**src/rtl/conv2d_stream.sv**
```systemverilog
// Streaming KxK signed convolution over a raster pixel stream with line buffers and stride.
// Optional build macro CONV_RELU_EN clamps negative results to zero before res_out.
module conv2d_stream #(
    parameter int IMAGE_WIDTH  = 128,
    parameter int IMAGE_HEIGHT = 128,
    parameter int FILTER_SIZE  = 3,
    parameter int STRIDE       = 1,
    parameter int PIXEL_W      = 8,
    parameter int COEF_W       = 8,
    localparam int K           = FILTER_SIZE,
    localparam int ACC_W       = PIXEL_W + COEF_W + 1 + $clog2(FILTER_SIZE * FILTER_SIZE)
) (
    input  logic                    clk,
    input  logic                    rst,
    input  logic                    start,
    input  logic [K*K*COEF_W-1:0]   filter,
    input  logic [PIXEL_W-1:0]      pix_in,
    input  logic                    pix_valid,
    output logic                    pix_ready,
    output logic [ACC_W-1:0]        res_out,
    output logic                    res_valid,
    input  logic                    res_ready,
    output logic                    res_last,
    output logic                    busy,
    output logic                    done
);
    localparam int OUT_W   = (IMAGE_WIDTH - K) / STRIDE + 1;
    localparam int OUT_H   = (IMAGE_HEIGHT - K) / STRIDE + 1;
    localparam int NRES    = OUT_W * OUT_H;
    localparam int COL_W   = (IMAGE_WIDTH > 1) ? $clog2(IMAGE_WIDTH) : 1;
    localparam int ROW_W   = (IMAGE_HEIGHT > 1) ? $clog2(IMAGE_HEIGHT) : 1;
    localparam int PH_W    = (STRIDE > 1) ? $clog2(STRIDE) : 1;
    localparam int RC_W    = $clog2(NRES + 1);
    localparam int PROD_W  = PIXEL_W + 1 + COEF_W;
    localparam int LB_ROWS = (K > 1) ? K - 1 : 1;

    localparam logic [COL_W-1:0] COL_LAST = COL_W'(IMAGE_WIDTH - 1);
    localparam logic [COL_W-1:0] COL_KM1  = COL_W'(K - 1);
    localparam logic [ROW_W-1:0] ROW_LAST = ROW_W'(IMAGE_HEIGHT - 1);
    localparam logic [ROW_W-1:0] ROW_KM1  = ROW_W'(K - 1);
    localparam logic [PH_W-1:0]  PH_LAST  = PH_W'(STRIDE - 1);
    localparam logic [RC_W-1:0]  RC_LAST  = RC_W'(NRES - 1);

    typedef enum logic [1:0] {IDLE, STREAM, FLUSH} state_t;

    state_t                    state;
    logic [COEF_W-1:0]         coef [K*K];
    logic [PIXEL_W-1:0]        win [K][K];
    logic [PIXEL_W-1:0]        win_next [K][K];
    logic [PIXEL_W-1:0]        new_col [K];
    logic [PIXEL_W-1:0]        lb [LB_ROWS][IMAGE_WIDTH];
    logic [COL_W-1:0]          col;
    logic [ROW_W-1:0]          row;
    logic [PH_W-1:0]           col_ph;
    logic [PH_W-1:0]           row_ph;
    logic [RC_W-1:0]           res_cnt;
    logic                      xfer;
    logic                      win_ok;
    logic                      last_px;
    logic signed [PROD_W-1:0]  px_s;
    logic signed [PROD_W-1:0]  cf_s;
    logic signed [PROD_W-1:0]  prod;
    logic signed [ACC_W-1:0]   acc;
    logic [ACC_W-1:0]          res_val;

    assign pix_ready = (state == STREAM) && (!res_valid || res_ready);
    assign xfer      = pix_valid && pix_ready;
    assign win_ok    = (row >= ROW_KM1) && (col >= COL_KM1) && (row_ph == '0) && (col_ph == '0);
    assign last_px   = (row == ROW_LAST) && (col == COL_LAST);

    // Row 0 of the window is the oldest image row; the incoming pixel fills the bottom row.
    always_comb begin
        for (int r = 0; r < K; r++) new_col[r] = pix_in;
        for (int r = 0; r < K - 1; r++) new_col[r] = lb[K-2-r][col];
        for (int r = 0; r < K; r++) begin
            for (int j = 0; j < K - 1; j++) win_next[r][j] = win[r][j+1];
            win_next[r][K-1] = new_col[r];
        end
    end

    always_comb begin
        acc  = '0;
        px_s = '0;
        cf_s = '0;
        prod = '0;
        for (int r = 0; r < K; r++) begin
            for (int j = 0; j < K; j++) begin
                px_s = PROD_W'($signed({1'b0, win_next[r][j]}));
                cf_s = PROD_W'($signed(coef[r*K+j]));
                prod = px_s * cf_s;
                acc  = acc + ACC_W'(prod);
            end
        end
`ifdef CONV_RELU_EN
        res_val = acc[ACC_W-1] ? '0 : acc;
`else
        res_val = acc;
`endif
    end

    // Storage that is always rewritten before it feeds a valid window needs no reset.
    always_ff @(posedge clk) begin
        if (xfer) begin
            for (int r = 0; r < K; r++) begin
                for (int j = 0; j < K; j++) win[r][j] <= win_next[r][j];
            end
        end
    end

    generate
        if (K > 1) begin : g_lb
            always_ff @(posedge clk) begin
                if (xfer) begin
                    lb[0][col] <= pix_in;
                    for (int i = 1; i < K - 1; i++) lb[i][col] <= lb[i-1][col];
                end
            end
        end
    endgenerate

    always_ff @(posedge clk or negedge rst) begin
        if (!rst) begin
            state     <= IDLE;
            col       <= '0;
            row       <= '0;
            col_ph    <= '0;
            row_ph    <= '0;
            res_cnt   <= '0;
            res_out   <= '0;
            res_valid <= 1'b0;
            res_last  <= 1'b0;
            busy      <= 1'b0;
            done      <= 1'b0;
            for (int i = 0; i < K * K; i++) coef[i] <= '0;
        end else begin
            done <= 1'b0;
            case (state)
                IDLE: begin
                    if (start) begin
                        for (int i = 0; i < K * K; i++) coef[i] <= filter[i*COEF_W +: COEF_W];
                        col     <= '0;
                        row     <= '0;
                        col_ph  <= '0;
                        row_ph  <= '0;
                        res_cnt <= '0;
                        busy    <= 1'b1;
                        state   <= STREAM;
                    end
                end
                STREAM: begin
                    if (xfer) begin
                        if (col == COL_LAST) begin
                            col    <= '0;
                            col_ph <= '0;
                            row    <= row + 1'b1;
                            if (row < ROW_KM1)        row_ph <= '0;
                            else if (row_ph == PH_LAST) row_ph <= '0;
                            else                      row_ph <= row_ph + 1'b1;
                        end else begin
                            col <= col + 1'b1;
                            if (col < COL_KM1)        col_ph <= '0;
                            else if (col_ph == PH_LAST) col_ph <= '0;
                            else                      col_ph <= col_ph + 1'b1;
                        end
                    end
                    if (xfer && win_ok) begin
                        res_out   <= res_val;
                        res_valid <= 1'b1;
                        res_last  <= (res_cnt == RC_LAST);
                        res_cnt   <= res_cnt + 1'b1;
                    end else if (res_ready) begin
                        res_valid <= 1'b0;
                        res_last  <= 1'b0;
                    end
                    // A last pixel that produces no result can finish at once if the output is empty.
                    if (xfer && last_px) begin
                        if (!win_ok && (!res_valid || res_ready)) begin
                            done  <= 1'b1;
                            busy  <= 1'b0;
                            state <= IDLE;
                        end else begin
                            state <= FLUSH;
                        end
                    end
                end
                FLUSH: begin
                    if (!res_valid || res_ready) begin
                        res_valid <= 1'b0;
                        res_last  <= 1'b0;
                        done      <= 1'b1;
                        busy      <= 1'b0;
                        state     <= IDLE;
                    end
                end
                default: state <= IDLE;
            endcase
        end
    end
endmodule

```
**config.mk**
```make
export PLATFORM = sky130hd
export DESIGN_NAME = conv2d_stream
export DESIGN_NICKNAME = d
export VERILOG_FILES = /design/src/rtl/conv2d_stream.sv
export SDC_FILE = /design/constraint.sdc
export NUM_CORES = 2
export LEC_CHECK = 0
export BUFFER_PORTS_ARGS = -buffer_cell sky130_fd_sc_hd__buf_2
export CAP_MARGIN = 20
export CORE_UTILIZATION = 41
export DETAILED_ROUTE_END_ITERATION = 10
export HOLD_SLACK_MARGIN = 0.03
export SETUP_SLACK_MARGIN = 0.5
export SYNTH_ARGS = -nofsm -noshare
export SYNTH_HDL_FRONTEND = slang
export SYNTH_SLANG_ARGS = --single-unit
```
**constraint.sdc**
```tcl
create_clock -name clk -period 25.9 [get_ports clk]
set_input_delay 0 -clock clk [delete_from_list [all_inputs] [get_ports clk]]
set_output_delay 0 -clock clk [all_outputs]
set_load 0.03 [all_outputs]
```
# Word-level counts from Yosys, hierarchy flattened
# Memories as Yosys holds them, arrays and structs flattened.
# Index checks and enable logic that the tools add are counted.
# W data, S select, Z words.
[word_totals]
mem_count = 2
word_cells = 142
latch_bits = 0
ramBits = 2120
input_bits = 85
mem_bits_ro = 0
output_inout_bits = 26
ff_bits = 129
[memory_table]
columns = ["name", "words", "word_bits", "rd", "rd_clocked_by_memory_dff", "wr", "line", "rtl"]
rows = [
  ["lb", 2, 1024, 2, 0, 2, "51", "logic [PIXEL_W-1:0] lb [LB_ROWS][IMAGE_WIDTH];"],
  ["win", 3, 24, 3, 0, 3, "48", "logic [PIXEL_W-1:0] win [K][K];"],
]
[op_classes]
eq_ne = 13
multipliers = 9
shift = 0
reduce_logical = 25
muxes = 51
n_addsub = 13
n_bitwise = 3
magnitude_cmp = 6
div_mod_pow = 0
[ops]
columns = ["op", "n"]
rows = [
  ["$mux W1024", 1],
  ["$mul A9 B8 Y17", 9],
  ["$bmux W8 S7", 2],
  ["$add A21 B17 Y21", 4],
  ["$demux W8 S7", 1],
  ["$mux W8", 5],
  ["$mux W7", 5],
  ["$mux W14", 2],
  ["$pmux W14 S2", 1],
  ["$pmux W7 S2", 2],
  ["$add A20 B17 Y21", 1],
  ["$mux W1", 21],
  ["$add A19 B17 Y20", 1],
  ["$add A18 B17 Y19", 1],
  ["$add A17 B17 Y18", 1],
  ["$add A14 B1 Y14 const B", 1],
  ["$add A7 B1 Y7 const B", 2],
  ["$eq A14 B14 Y1 const B", 1],
  ["$eq A7 B7 Y1 const B", 2],
  ["$ge A7 B2 Y1 const B", 2],
  ["$lt A7 B2 Y1 const B", 2],
  ["$reduce_and A3 Y1", 4],
  ["$logic_and A1 B1 Y1", 10],
  ["$pmux W1 S2", 5],
  ["other kinds (21)", 34],
]

# Depth between registers and ports, before layout
[depth]
word_depth = 12
depth_mapped = 42
ltp_nobuf = 34

# Least setup slack after synthesis
# OpenSTA, ideal clock, no wires.
[synth_path]
path_type = "reg-to-reg"
startpoint = "register col[0]"
endpoint = "register res_out[19]"
path_slack_ns = 14.065
arrival_time_ns = 11.766
setup_ns = 0.069
path_buffers = 4
path_stages_with_launch = 34
cell_sequence = "dfrtp_1 -> buf_6 -> buf_4 -> nor2_1 -> clkbuf_1 -> buf_1 -> a221oi_1 -> o21ai_0 -> a22o_1 -> a211oi_1 -> o221ai_2 -> nand2_1 -> fa_1 -> inv_1 -> fa_1 -> inv_1 -> fa_1 -> inv_1 -> fa_1 -> fa_1 -> fa_1 -> fa_1 -> fa_1 -> fa_1 -> inv_1 -> fa_1 -> inv_1 -> ha_1 -> or3_1 -> or4b_2 -> nand3b_1 -> a31oi_1 -> or4_1 -> nand3_1"
[synth_lines]
columns = ["item", "line", "rtl"]
rows = [
  ["start: declaration", "52", "logic [COL_W-1:0] col;"],
  ["start signal: assignment", "160", "col <= col + 1'b1;"],
  ["end signal: assignment", "167", "res_out <= res_val;"],
  ["end: declaration", "20", "output logic [ACC_W-1:0] res_out,"],
]

==> summary.txt <==
================================================================================
Status                                                                 completed
Number of nets still failing antenna checks after routing                      0
Post-DP Area                                                          114000 um2
Critical path fanouts, max                                                   108
DR vias                                                                    67.0k
Final Hold Violating Endpoints                                                 0
Final Slew Violations                                                          0
Gate count after technology mapping                                         7119
Most frequently used cell type in the post-synthesis netlist            edfxtp_1
Distinct cell type count after synthesis                                     102
Clock-pin slew on the worst setup and hold paths                         0.06 ns
Sequential Area                                                        66100 um2
Primary flip-flop cell chosen by synthesis mapping                      edfxtp_1
Number of enable flip-flop cells after synthesis                            2096
Worst EP required                                                       26.64 ns
Number of placement rows                                                     188
Worst reg2reg path endpoint                                          res_out[19]
Ys async rst share                                                         5.71%
Synthesized Nets                                                            8083
Max frequency                                                         0.0760 GHz
Area occupied by multi-input gates                                     38100 um2
First-pass GRT wire length                                             520000 um
Total of flip-flops plus latches after synthesis                            2223
Number of filler cells placed in the layout                                22.9k
IO buf count                                                                 110
Via count of the first global-routing pass                                 67.0k
Core outline area                                                     263000 um2
Final std cells w/o fill                                                   11.3k
Largest family of logic cells by synthesized area                    adder cells
Sort of element at the start of the critical path                           flop
TritonCTS Sinks                                                             2223
Arrival time at the worst endpoint                                      13.91 ns
Drt pass-1 iters                                                               6
Setup CP Type                                                            reg2reg
Mux cell area share after synthesis                                        7.83%
Cell Count Post-Placement                                                  10.7k
Starting density of the core                                               41.4%
Aggregate global routing overflow                                              0
Setup crit end kind                                                         flop
Height of the chip                                                        517 um
Critical-path top delay cell                                              nor2_4
Cell depth of the worst hold path                                              3
Number of max-cap violations                                                   0
Total Die Area                                                        267000 um2
Count of endpoints failing setup in the final report                           0
Tightest Hold Check Type                                                  in2reg
Hold Buf Count CTS                                                           180
Half-perimeter wire length after detailed placement                    246000 um
RePlAce Congestion                                                         0.980
Leading area contributor after synthesis                                edfxtp_1
Total standard cell area after synthesis                              109000 um2
Final wirelength                                                       371000 um
Net count of the finished layout                                            8537
Post-layout instance area                                             124000 um2
Critical path capture point                                          res_out[19]
Number of antenna violations at the first check in global routing             28
Iteration-0 DRC Markers                                                     9125
Fraction of layout cells with a size suffix above 1                        15.2%
Cell type with the highest occurrence count on the critical path            fa_1
Number of buffers added by the clock tree synthesis step                     237
Seq/Total Area, Yosys                                                      60.8%
Relative area change from synthesis to final layout                        13.8%
Max-slew headroom                                                          4.70%
Period utilisation layout                                                  50.8%
Buffer type at the clock tree root                                     clkbuf_16
Final total negative setup slack                                            0 ns
Remaining design rule violation count                                          0
Post-Syn Area per Cell                                                  15.3 um2
Simple-gate share of the synthesized area                                  5.85%
Post-DR wirelength/cell                                                  32.9 um
Largest net degree at the start of global routing                            110
Layout Skew                                                             0.154 ns
Post-CTS Resized                                                               0
Biggest cell delay along the critical path                               0.82 ns
Worst R2R Start                                                           col[0]
Count of pins on the block boundary                                          111
Worst skew pair latency                                                  0.95 ns
Detail-routed via count per cell                                            5.94
Share of the synthesized area in the top cell type                         57.9%
Xor-xnor portion of the synthesized cell area                             0.290%
Worst hold slack                                                       0.0832 ns
Tmin final                                                              13.17 ns
Reg2reg path depth                                                            31
Dominant cells by area after synthesis                              edfxtp_1 (58%), fa_1 (11%), ha_1 (3.5%)
Number of synthesis warnings                                                   0
Synthesized-area fraction occupied by adder cells                          14.1%
Unrepaired setup endpoints after global routing                            false
Flop2flop setup slack                                                   12.73 ns
Setup fix buffers added after clock tree synthesis                             0
Number of buffers between clock root and the deepest sink                      4
CP startpoint                                                             col[0]
Htree depth                                                                    4
Clock tree from TritonCTS                                                  built
Floorplan die width                                                       517 um
Most used standard cells in the synthesized netlist                 edfxtp_1 (2096), inv_1 (747), fa_1 (573)
Worst Tran Pin Value                                                     1.43 ns
Synth Area in Compound Gates                                               6.73%
All-Layer GR Usage                                                         27.7%
================================================================================
## kinds of logic after synthesis
logic type | count (synthesis)
compound gates | 980
xor+xnor | 36
fa+ha+maj | 879
buf+inv | 1113
flops | 2223
mux | 633
simple gates | 1255
## worst min path at each step
stage | startpoint | endpoint | slack, ns
global route | filter[52] | coef[20] | 0.09
CTS | filter[52] | coef[20] | 0.03
global placement | rst | res_out[12] | 0.05
floorplan | rst | busy | -0.30
finish | filter[52] | coef[20] | 0.08
detailed placement | rst | res_out[12] | 0.06
## critical path, delay by kind of cell, from the launching register on
kind | cells | cell delay [ns]
AOI/OAI and AO/OA | 4 | 1.48
adders and majority gates | 11 | 5.29
buffers and inverters | 7 | 2.23
DFF | 1 | 0.64
and+or+nand+nor | 9 | 3.10
## state kept, by name, summed over array words and instances (netlist names)
signal     count
res_valid      1
row            7
res_last       1
col            7
state          2
res_out       21
res_cnt       14
busy           1
cf_s           8
win           48
lb          2048
done           1
coef          64
## placed cells by master (no fill, tap or decap), types with 122 or more instances in the layout
master	synthesis	final
ha_1	306	306
nor2_1	286	264
nand2_1	373	371
fa_1	573	573
inv_1	747	746
a21oi_1	133	133
dlygate4sd3_1	0	179
clkbuf_16	0	243
mux2_2	205	205
and2_1	293	291
mux4_2	151	151
a221oi_1	160	160
a22oi_1	128	128
buf_4	52	276
mux2i_1	252	252
edfxtp_1	2096	2096
o21ai_0	125	124
dfrtp_1	127	122
## metrics by stage
step	utilization, %	setup WS (ns)
after CTS	47.0	12.96
after global placement	43.4	12.32
final	47.1	12.73
after detailed placement	43.4	13.01
after floorplan	-	14.07
after global routing	47.1	12.50
## metal layers
| metal | GRT usage [%] | up-vias | part of all wire (%) |
|---|---|---|---|
| met5 | 0 | - | 0.025 |
| met4 | 14.1 | 14 | 6.1 |
| met3 | 6.65 | 841 | 11 |
| met2 | 42.3 | 3980 | 45 |
| met1 | 36.9 | 35058 | 38 |
| li1 | - | 27137 | - |
## layout make-up
cell class,count,area share (%)
Antenna cell,15,0.0303
Clock buffer,287,5.06
Clock inverter,141,1.07
Inverter,753,2.30
Multi-Input combinational cell,3783,30.8
Sequential cell,2223,53.4
Tap cell,3515,3.55
Timing Repair Buffer,575,3.81
Power is not shown: default switching activity piles up to over one toggle a cycle in this logic, so the estimate is an artifact.
